**config.mk**
```make
export PLATFORM = sky130hd
export DESIGN_NAME = sl_module_flat
export DESIGN_NICKNAME = d
export VERILOG_FILES = /design/src/rtl/sl_module_if.sv /design/src/rtl/sl_module.sv /design/src/flat_wrapper.sv
export SDC_FILE = /design/constraint.sdc
export NUM_CORES = 1
export LEC_CHECK = 0
export CORE_MARGIN = 4
export CORE_UTILIZATION = 45
export CTS_CLUSTER_SIZE = 28
export DETAILED_ROUTE_END_ITERATION = 12
export GPL_TIMING_DRIVEN = 0
export PLACE_DENSITY = 0.8
export SLEW_MARGIN = 25
export SYNTH_ARGS = -nofsm -noshare
export SYNTH_HDL_FRONTEND = slang
export SYNTH_SLANG_ARGS = --single-unit
```
**constraint.sdc**
```tcl
create_clock -name clk -period 1.1 [get_ports clk]
set_input_delay 0.165 -clock clk [delete_from_list [all_inputs] [get_ports clk]]
set_output_delay 0.165 -clock clk [all_outputs]
set_load 0.01 [all_outputs]
```
**src/rtl/sl_module_if.sv**
```systemverilog
// sl_module_if
//   Bundles the operand, the five stage selects and the registered result
//   of the 32-bit left barrel shifter.
//   Modports:
//     master : drives inp/select1..select5, observes outfifth
//     slave  : the shifter; consumes inp/selects, drives outfifth
interface sl_module_if;
  logic [31:0] inp;
  logic        select1;
  logic        select2;
  logic        select3;
  logic        select4;
  logic        select5;
  logic [31:0] outfifth;

  modport master (
    output inp, select1, select2, select3, select4, select5,
    input  outfifth
  );

  modport slave (
    input  inp, select1, select2, select3, select4, select5,
    output outfifth
  );
endinterface

```
**src/rtl/sl_module.sv**
```systemverilog
// sl_module
//   32-bit logical left barrel shifter. Five cascaded mux stages shift by
//   1, 2, 4, 8 and 16 under control of select1..select5, giving a total
//   shift of 0..31 with zero fill. Bits pushed past bit 31 are dropped.
//   The last stage is registered; the register loads every cycle.
//   Ports:
//     clk    : rising-edge clock
//     rst_n  : asynchronous active-low reset, clears outfifth at once
//     bus    : sl_module_if.slave (inp, select1..5 in; outfifth out)
module sl_module (
  input  logic        clk,
  input  logic        rst_n,
  sl_module_if.slave  bus
);
  localparam int WIDTH  = 32;
  localparam int STAGES = 5;

  // Bit gi enables the stage that shifts by 2**gi.
  logic [STAGES-1:0] sel;
  assign sel = {bus.select5, bus.select4, bus.select3, bus.select2, bus.select1};

  // stage[0] is the raw operand, stage[STAGES] is the fully shifted value.
  logic [WIDTH-1:0] stage [0:STAGES];
  assign stage[0] = bus.inp;

  genvar gi;
  generate
    for (gi = 0; gi < STAGES; gi++) begin : g_stage
      localparam int SH = 1 << gi;
      // Per-bit 2:1 mux between the pass value and the zero-filled shift.
      assign stage[gi+1] = sel[gi] ? {stage[gi][WIDTH-1-SH:0], {SH{1'b0}}}
                                   : stage[gi];
    end
  endgenerate

  logic [WIDTH-1:0] outfifth_d;
  logic [WIDTH-1:0] outfifth_q;

  assign outfifth_d = stage[STAGES];

  always_ff @(posedge clk or negedge rst_n) begin
    if (!rst_n) begin
      outfifth_q <= '0;
    end else begin
      outfifth_q <= outfifth_d;
    end
  end

  assign bus.outfifth = outfifth_q;
endmodule

```
**src/flat_wrapper.sv**
```systemverilog
// flat-port wrapper written by rule: the top's interface ports become plain ports
module sl_module_flat 
  (clk, rst_n, bus_inp, bus_select1, bus_select2, bus_select3, bus_select4, bus_select5, bus_outfifth);
  sl_module_if bus_i ();
  input  logic clk;
  input  logic rst_n;
  input wire logic [$bits(bus_i.inp)-1:0] bus_inp;
  input wire logic [$bits(bus_i.select1)-1:0] bus_select1;
  input wire logic [$bits(bus_i.select2)-1:0] bus_select2;
  input wire logic [$bits(bus_i.select3)-1:0] bus_select3;
  input wire logic [$bits(bus_i.select4)-1:0] bus_select4;
  input wire logic [$bits(bus_i.select5)-1:0] bus_select5;
  output wire logic [$bits(bus_i.outfifth)-1:0] bus_outfifth;
  assign bus_i.inp = bus_inp;
  assign bus_i.select1 = bus_select1;
  assign bus_i.select2 = bus_select2;
  assign bus_i.select3 = bus_select3;
  assign bus_i.select4 = bus_select4;
  assign bus_i.select5 = bus_select5;
  assign bus_outfifth = bus_i.outfifth;
  sl_module u_core (.clk(clk), .rst_n(rst_n), .bus(bus_i));
endmodule
```
==> run metrics, run 1 <==
run status=finished with violations; violated checks=setup timing; TritonCTS buffer count=5; Setup crit start kind=primary input; sequential cell area fraction in the yosys report=0.305; global placement routability congestion=0.939; post-synthesis instance total=269; post-synthesis sequential element count=32; total number of yosys warnings=0; worst path required time=1250 ps; post-route setup slack=-301 ps; leading post-synthesis cells by cell area=sky130_fd_sc_hd__dfrtp_1, sky130_fd_sc_hd__mux4_2, sky130_fd_sc_hd__mux2i_1, sky130_fd_sc_hd__mux2_2, sky130_fd_sc_hd__nor2_1; routed via count divided by cell count=6.00; Cell Count, Final, Fillers Out=434; finished layout cell area=0.00398 mm^2; share of post-route cells with drive strength above 1=0.406; antenna violations before repair=0; final setup violating endpoints=27; Post-Synthesis Mean Instance Area=9.76 um^2; number of nets at the end of the flow=400; worst-path cell chain=buf_12 > buf_8 > buf_8 > buf_8 > mux2i_4 > a21oi_2 > mux2i_1 > o221ai_1; Die X=84.4 um; max FFs per register=32; area inside the core boundary=0.00557 mm^2; Total Power=3.82 mW; clock tree from TritonCTS=done; overall die area=0.00712 mm^2; number of max-capacitance violations reported=0; worst min-delay path category=primary input to register; number of buffers on the longest clock path=2; area of placed instances=0.00347 mm^2; total number of vias=2602; Arrival @ worst endpoint=1550 ps; combined area of all synthesized cells=0.00263 mm^2; total clock sinks=32; final count of pins violating max slew=0; Pre-Repair DR Iteration Count=4; DRC errors left=0; cell accounting for the most synthesized area=sky130_fd_sc_hd__dfrtp_1; worst ir drop on vdd=0.890 mV; initial standard-cell utilization of the core=0.471; clock slew at reported path FFs=70 ps; Inserted Diodes=0; number of H-tree levels=2; number of global-route vias before repair=2527; standard-cell rows=27; minimum hold slack=318 ps; Synth-to-Final Area Change=51.8%; crit-path most repeated cell=sky130_fd_sc_hd__buf_8; largest delay contributor family on the critical path=buffers and inverters; Setup CP Type=primary input to register; total count of hold-check failures in the final report=0; Detail Placement HPWL=6290 um; synthesized netlist net count=308; cell with the biggest individual delay on the critical path=sky130_fd_sc_hd__mux2i_4; final wirelength=8340 um; die height=84.4 um; total negative slack=-4660 ps; count of port buffers added during placement=66; layout filler cell count=424; library cell used as clock root buffer=sky130_fd_sc_hd__clkbuf_8; number of nets with antenna violations after detailed routing=0; RSZ-0062 raised after global routing=yes; overall routing resource usage=0.232; first-pass GRT wire length=13200 um; DRC marker count from the first detailed-route iteration=213; delay of the slowest cell on the worst path=290 ps; total congestion overflow after global routing=0; CP bufs+invs=4; sort of element at the end of the critical path=register; fraction of post-synthesis cell area in the top cell type by area=0.305; synth unique cells=52; Max Clock Freq=714 MHz; Post-Place Cells=407; final worst-path cycle share=1.27; Cell Pwr Density=958 mW/mm^2; leakage power summed over all cells=1.71 nW; Boundary Pins=71; largest net degree at the start of global routing=33; highest net fanout along the worst path=10; Max-slew headroom=0.579; routed len/inst=19.2 um; final critical path time including I/O delays and setup=1400 ps; pin slew with the least headroom to its limit=632 ps
-- what timing repair did --
action                                  4_1_cts  5_1_grt
endpoints found under the setup margin       64       54
pin swaps                                    15       11
setup buffers                                11        7
resized for setup                           154       70
hold buffers                                  1        0
gates cloned                                  2        0
hold endpoints to repair                     32        0
-- logic make-up (layout without fill, tap and decap cells) --
kind of cell | Yosys count | after routing | share of synthesized area
AOI/OAI and AO/OA | 71 | 71 | 0.186
buffers and inverters | 28 | 121 | 0.0643
DFF | 32 | 32 | 0.305
muxes | 56 | 56 | 0.309
and+or+nand+nor | 82 | 82 | 0.135
-- Yosys cell counts, drive strengths merged --
master and number:
a221o 2, dfrtp 32, inv 4, o21bai 1
o31a 2, o2bb2ai 1, o31ai 1, a211o 2
and2 3, o22ai 9, mux4 16, a31o 1
mux2i 24, a211oi 13, o21ai 16, o311a 1
o21a 1, o2bb2a 2, clkinv 2, o221ai 2
nor3 5, a221oi 1, nand3b 1, buf 13
clkbuf 9, a22oi 2, o22a 1, mux2 16
a22o 1, o211ai 1, nor3b 1, nand2b 1
nand3 3, nand2 29, nor2b 6, a21oi 11
nor2 33
-- cells in the final DEF, fill, tap and decap left out, types with 7 or more instances in the layout --
master | synthesis | layout
sky130_fd_sc_hd__mux2i_1 | 23 | 12
sky130_fd_sc_hd__o22ai_1 | 9 | 8
sky130_fd_sc_hd__nor2_1 | 32 | 27
sky130_fd_sc_hd__dlygate4sd2_1 | 0 | 16
sky130_fd_sc_hd__a211oi_1 | 12 | 7
sky130_fd_sc_hd__buf_4 | 3 | 15
sky130_fd_sc_hd__nand2_1 | 29 | 28
sky130_fd_sc_hd__o21ai_1 | 2 | 7
sky130_fd_sc_hd__mux4_2 | 15 | 16
sky130_fd_sc_hd__dfrtp_1 | 32 | 32
sky130_fd_sc_hd__buf_2 | 4 | 16
sky130_fd_sc_hd__mux2_4 | 4 | 13
sky130_fd_sc_hd__clkdlybuf4s15_1 | 0 | 28
-- metrics by stage --
step | utilization | setup slack (ps)
after floorplan | - | -429
after global placement | 0.623 | -1190
after detailed placement | 0.622 | -1160
after CTS | 0.675 | -291
after global routing | 0.715 | -296
final | 0.715 | -301
-- power by group --
part | internal [mW] | total [mW] | switching, mW
clock network | 0.439 | 0.857 | 0.418
registers | 1.29 | 1.31 | 0.0253
logic | 0.819 | 1.65 | 0.831
-- layer usage --
metal	global-route usage	up-vias	wire, um
met5	0	-	0
met2	0.375	138	3950
met1	0.300	1250	3450
met4	0.119	0	323
met3	0.0393	25	617
li1	-	1189	-
-- cell type report --
cell class	count	area, um^2	area share
tap	72	90.1	0.0226
clock buffer	5	68.8	0.0173
clock inverter	3	18.8	0.00471
inverter	6	28.8	0.00722
sequential	32	801	0.201
buffer	22	215	0.0540
timing repair buffer	85	762	0.191
multi-input combinational	209	2000	0.502
-- path summary, 6_finish.rpt --
path                       depth (start not counted)   startpoint  slack, ps                           endpoint
min in group asynchronous                          2        rst_n        440  u_core.bus.outfifth[21]$_DFF_PN0_
setup / recovery                                   8  bus_select2       -300  u_core.bus.outfifth[21]$_DFF_PN0_
hold / removal                                     3  bus_select4        320  u_core.bus.outfifth[12]$_DFF_PN0_
max in group asynchronous                          2        rst_n        250  u_core.bus.outfifth[27]$_DFF_PN0_
Power figures use the tool's default switching activity.
==> inputs of run 2 (changes only) <==
--- a/config.mk
+++ b/config.mk
@@ -7,7 +7,7 @@
 export LEC_CHECK = 0
 export CORE_MARGIN = 4
 export CORE_UTILIZATION = 45
-export CTS_CLUSTER_SIZE = 28
+export CTS_CLUSTER_SIZE = 10
 export DETAILED_ROUTE_END_ITERATION = 12
 export GPL_TIMING_DRIVEN = 0
 export PLACE_DENSITY = 0.8
==> results of run 2 <==
No change in the layout: final DEF, timing and power equal those of run 1.
==> inputs of run 3 (changes only) <==
--- a/config.mk
+++ b/config.mk
@@ -6,11 +6,11 @@
 export NUM_CORES = 1
 export LEC_CHECK = 0
 export CORE_MARGIN = 4
-export CORE_UTILIZATION = 45
+export CORE_UTILIZATION = 30
 export CTS_CLUSTER_SIZE = 10
 export DETAILED_ROUTE_END_ITERATION = 12
 export GPL_TIMING_DRIVEN = 0
-export PLACE_DENSITY = 0.8
+export PLACE_DENSITY = 0.61
 export SLEW_MARGIN = 25
 export SYNTH_ARGS = -nofsm -noshare
 export SYNTH_HDL_FRONTEND = slang
==> constraint.sdc (replaced) <==
create_clock -name clk -period 1.2 [get_ports clk]
set_input_delay 0.18 -clock clk [delete_from_list [all_inputs] [get_ports clk]]
set_output_delay 0.18 -clock clk [all_outputs]
set_load 0.01 [all_outputs]
==> run metrics, run 3 (synthesis gave the netlist of run 1 again) <==
largest net degree at the start of global routing=33 (unchanged); final critical path time including I/O delays and setup=1410 ps; RSZ-0062 raised after global routing=yes (unchanged); worst ir drop on vdd=0.435 mV (was 0.890 mV); Cell Pwr Density=917 mW/mm^2 (was 958 mW/mm^2); Max Clock Freq=712 MHz; Arrival @ worst endpoint=1560 ps (was 1550 ps); run status=finished with violations (unchanged); Boundary Pins=71 (unchanged); number of H-tree levels=2 (unchanged); max FFs per register=32 (unchanged); number of max-capacitance violations reported=0 (unchanged); Die X=102 um (was 84.4 um); commonest cells after routing, fill and taps aside=sky130_fd_sc_hd__dlygate4sd2_1, sky130_fd_sc_hd__dfrtp_1, sky130_fd_sc_hd__nor2_1, sky130_fd_sc_hd__nand2_1, sky130_fd_sc_hd__mux4_2 (was sky130_fd_sc_hd__dfrtp_1, sky130_fd_sc_hd__nand2_1, sky130_fd_sc_hd__clkdlybuf4s15_1, sky130_fd_sc_hd__nor2_1); total count of hold-check failures in the final report=0 (unchanged); final worst-path cycle share=1.17; violated checks=setup timing (unchanged); final wirelength=8510 um (was 8340 um); layout filler cell count=794 (was 424); total clock sinks=32 (unchanged); sort of element at the end of the critical path=register (unchanged); Inserted Diodes=0 (unchanged); share of power burned in combinational logic=0.403 (was 0.432); post-route setup slack=-205 ps (was -301 ps); routed len/inst=18.4 um (was 19.2 um); worst path required time=1360 ps (was 1250 ps); overall routing resource usage=0.168 (was 0.232); Final Util=0.476 (was 0.715); final count of pins violating max slew=0 (unchanged); minimum hold slack=353 ps (was 318 ps); cell-internal power=2.51 mW (was 2.54 mW); final setup violating endpoints=24 (was 27); standard-cell rows=33 (was 27); most common library cell in the layout ignoring fill and taps=sky130_fd_sc_hd__dlygate4sd2_1 (was sky130_fd_sc_hd__dfrtp_1); share of power burned in the clock network=0.270 (was 0.224); antenna violations before repair=0 (unchanged); switching pwr=1.15 mW (was 1.27 mW); Setup crit start kind=primary input (unchanged); count of port buffers added during placement=66 (unchanged); total met3 wirelength after detailed routing=594 um (was 617 um); clock slew at reported path FFs=60 ps (was 70 ps); Max-slew headroom=0.558 (was 0.579); part of the total power dissipated in sequential elements=0.327 (was 0.343); TritonCTS buffer count=5 (unchanged); first-pass GRT wire length=13400 um (was 13200 um); overall die area=0.0103 mm^2 (was 0.00712 mm^2); number of nets at the end of the flow=395 (was 400); number of buffers on the longest clock path=2 (unchanged); Detail Placement HPWL=6620 um (was 6290 um); number of global-route vias before repair=2503 (was 2527); wire length on met2=3940 um (was 3950 um); number of nets with antenna violations after detailed routing=0 (unchanged); Setup CP Type=primary input to register (unchanged); area of the multi-input gates=0.00199 mm^2 (was 0.00200 mm^2); worst min-delay path category=primary input to register (unchanged); share of post-route cells with drive strength above 1=0.415 (was 0.406); Synth-to-Final Area Change=52.1% (was 51.8%); DRC errors left=0 (unchanged); total congestion overflow after global routing=0 (unchanged); total number of vias=2536 (was 2602); routed via count divided by cell count=5.49 (was 6.00); proportion of total power due to net switching=0.315 (was 0.334); DRC marker count from the first detailed-route iteration=158 (was 213); clock tree from TritonCTS=done (unchanged); Pre-Repair DR Iteration Count=5 (was 4); library cell used as clock root buffer=sky130_fd_sc_hd__clkbuf_8 (unchanged); global placement routability congestion=0.964 (was 0.939); Sequential cell area=801 um^2 (unchanged); leakage power summed over all cells=1.73 nW (was 1.71 nW); area inside the core boundary=0.00838 mm^2 (was 0.00557 mm^2); routed metal-1 wire length=3810 um (was 3450 um); initial standard-cell utilization of the core=0.313 (was 0.471); top layer used by detailed routing=met4 (unchanged); pin slew with the least headroom to its limit=663 ps (was 632 ps); die height=102 um (was 84.4 um); highest net fanout along the worst path=10 (unchanged)
-- run 3: worst paths after layout --
kind                       slack, ps  cells after the start        start                                end
max in group asynchronous        290                      2        rst_n  u_core.bus.outfifth[19]$_DFF_PN0_
max                             -210                      7  bus_select2  u_core.bus.outfifth[31]$_DFF_PN0_
min                              350                      3  bus_select4  u_core.bus.outfifth[12]$_DFF_PN0_
min in group asynchronous        480                      2        rst_n  u_core.bus.outfifth[14]$_DFF_PN0_
-- run 3: power groups by stage --
stage          Clock (mW)  Combinational (mW)  Sequential (mW)
6_report            0.987                1.48             1.20
5_1_grt              1.06                1.57             1.21
4_1_cts              1.02                1.37             1.20
3_5_place_dp            0                1.29             1.23
3_3_place_gp            0                1.29             1.22
2_1_floorplan           0               0.680             1.28
-- run 3: cell type report --
| type | instances | share of cell area |
|---|---|---|
| Tap cell | 105 | 0.0329 |
| Clock buffer | 5 | 0.0172 |
| Timing Repair Buffer | 80 | 0.179 |
| Buffer | 22 | 0.0542 |
| Sequential cell | 32 | 0.201 |
| Clock inverter | 3 | 0.0107 |
| Multi-Input combinational cell | 209 | 0.498 |
| Inverter | 6 | 0.00752 |
-- run 3: what timing repair did --
action                     CTS  global route
hold endpoints to repair    32             0
hold buffers                 1             0
cloned                       1             0
resized for setup          161            36
setup endpoints to repair   64            25
setup buffers               10             3
pin swaps                   16             8
-- run 3: routing by layer --
metal,GRT usage,up-vias
met5,0,-
met4,0.0552,0
met3,0.0255,14
li1,-,1184
met2,0.267,120
met1,0.234,1218
-- run 3: critical path, stage by stage --
cell and delay, ps:
sky130_fd_sc_hd__buf_12 110, sky130_fd_sc_hd__buf_12 140, sky130_fd_sc_hd__mux2_4 320, sky130_fd_sc_hd__mux2i_2 180, sky130_fd_sc_hd__o21a_1 220, sky130_fd_sc_hd__mux2i_2 100, sky130_fd_sc_hd__a221o_1 310
-- run 3: per-stage QoR --
step           std cells  instance area [um^2]  setup slack (ps)  power [mW]  setup TNS [ps]
2_1_floorplan        269                  2710              -344        1.96           -5380
3_3_place_gp         440                  3500             -1100        2.51          -44350
3_5_place_dp         440                  3500             -1090        2.52          -27420
4_1_cts              460                  3830              -201        3.59           -1960
5_1_grt              462                  3990              -243        3.84           -2990
6_report             462                  3990              -205        3.66           -2430
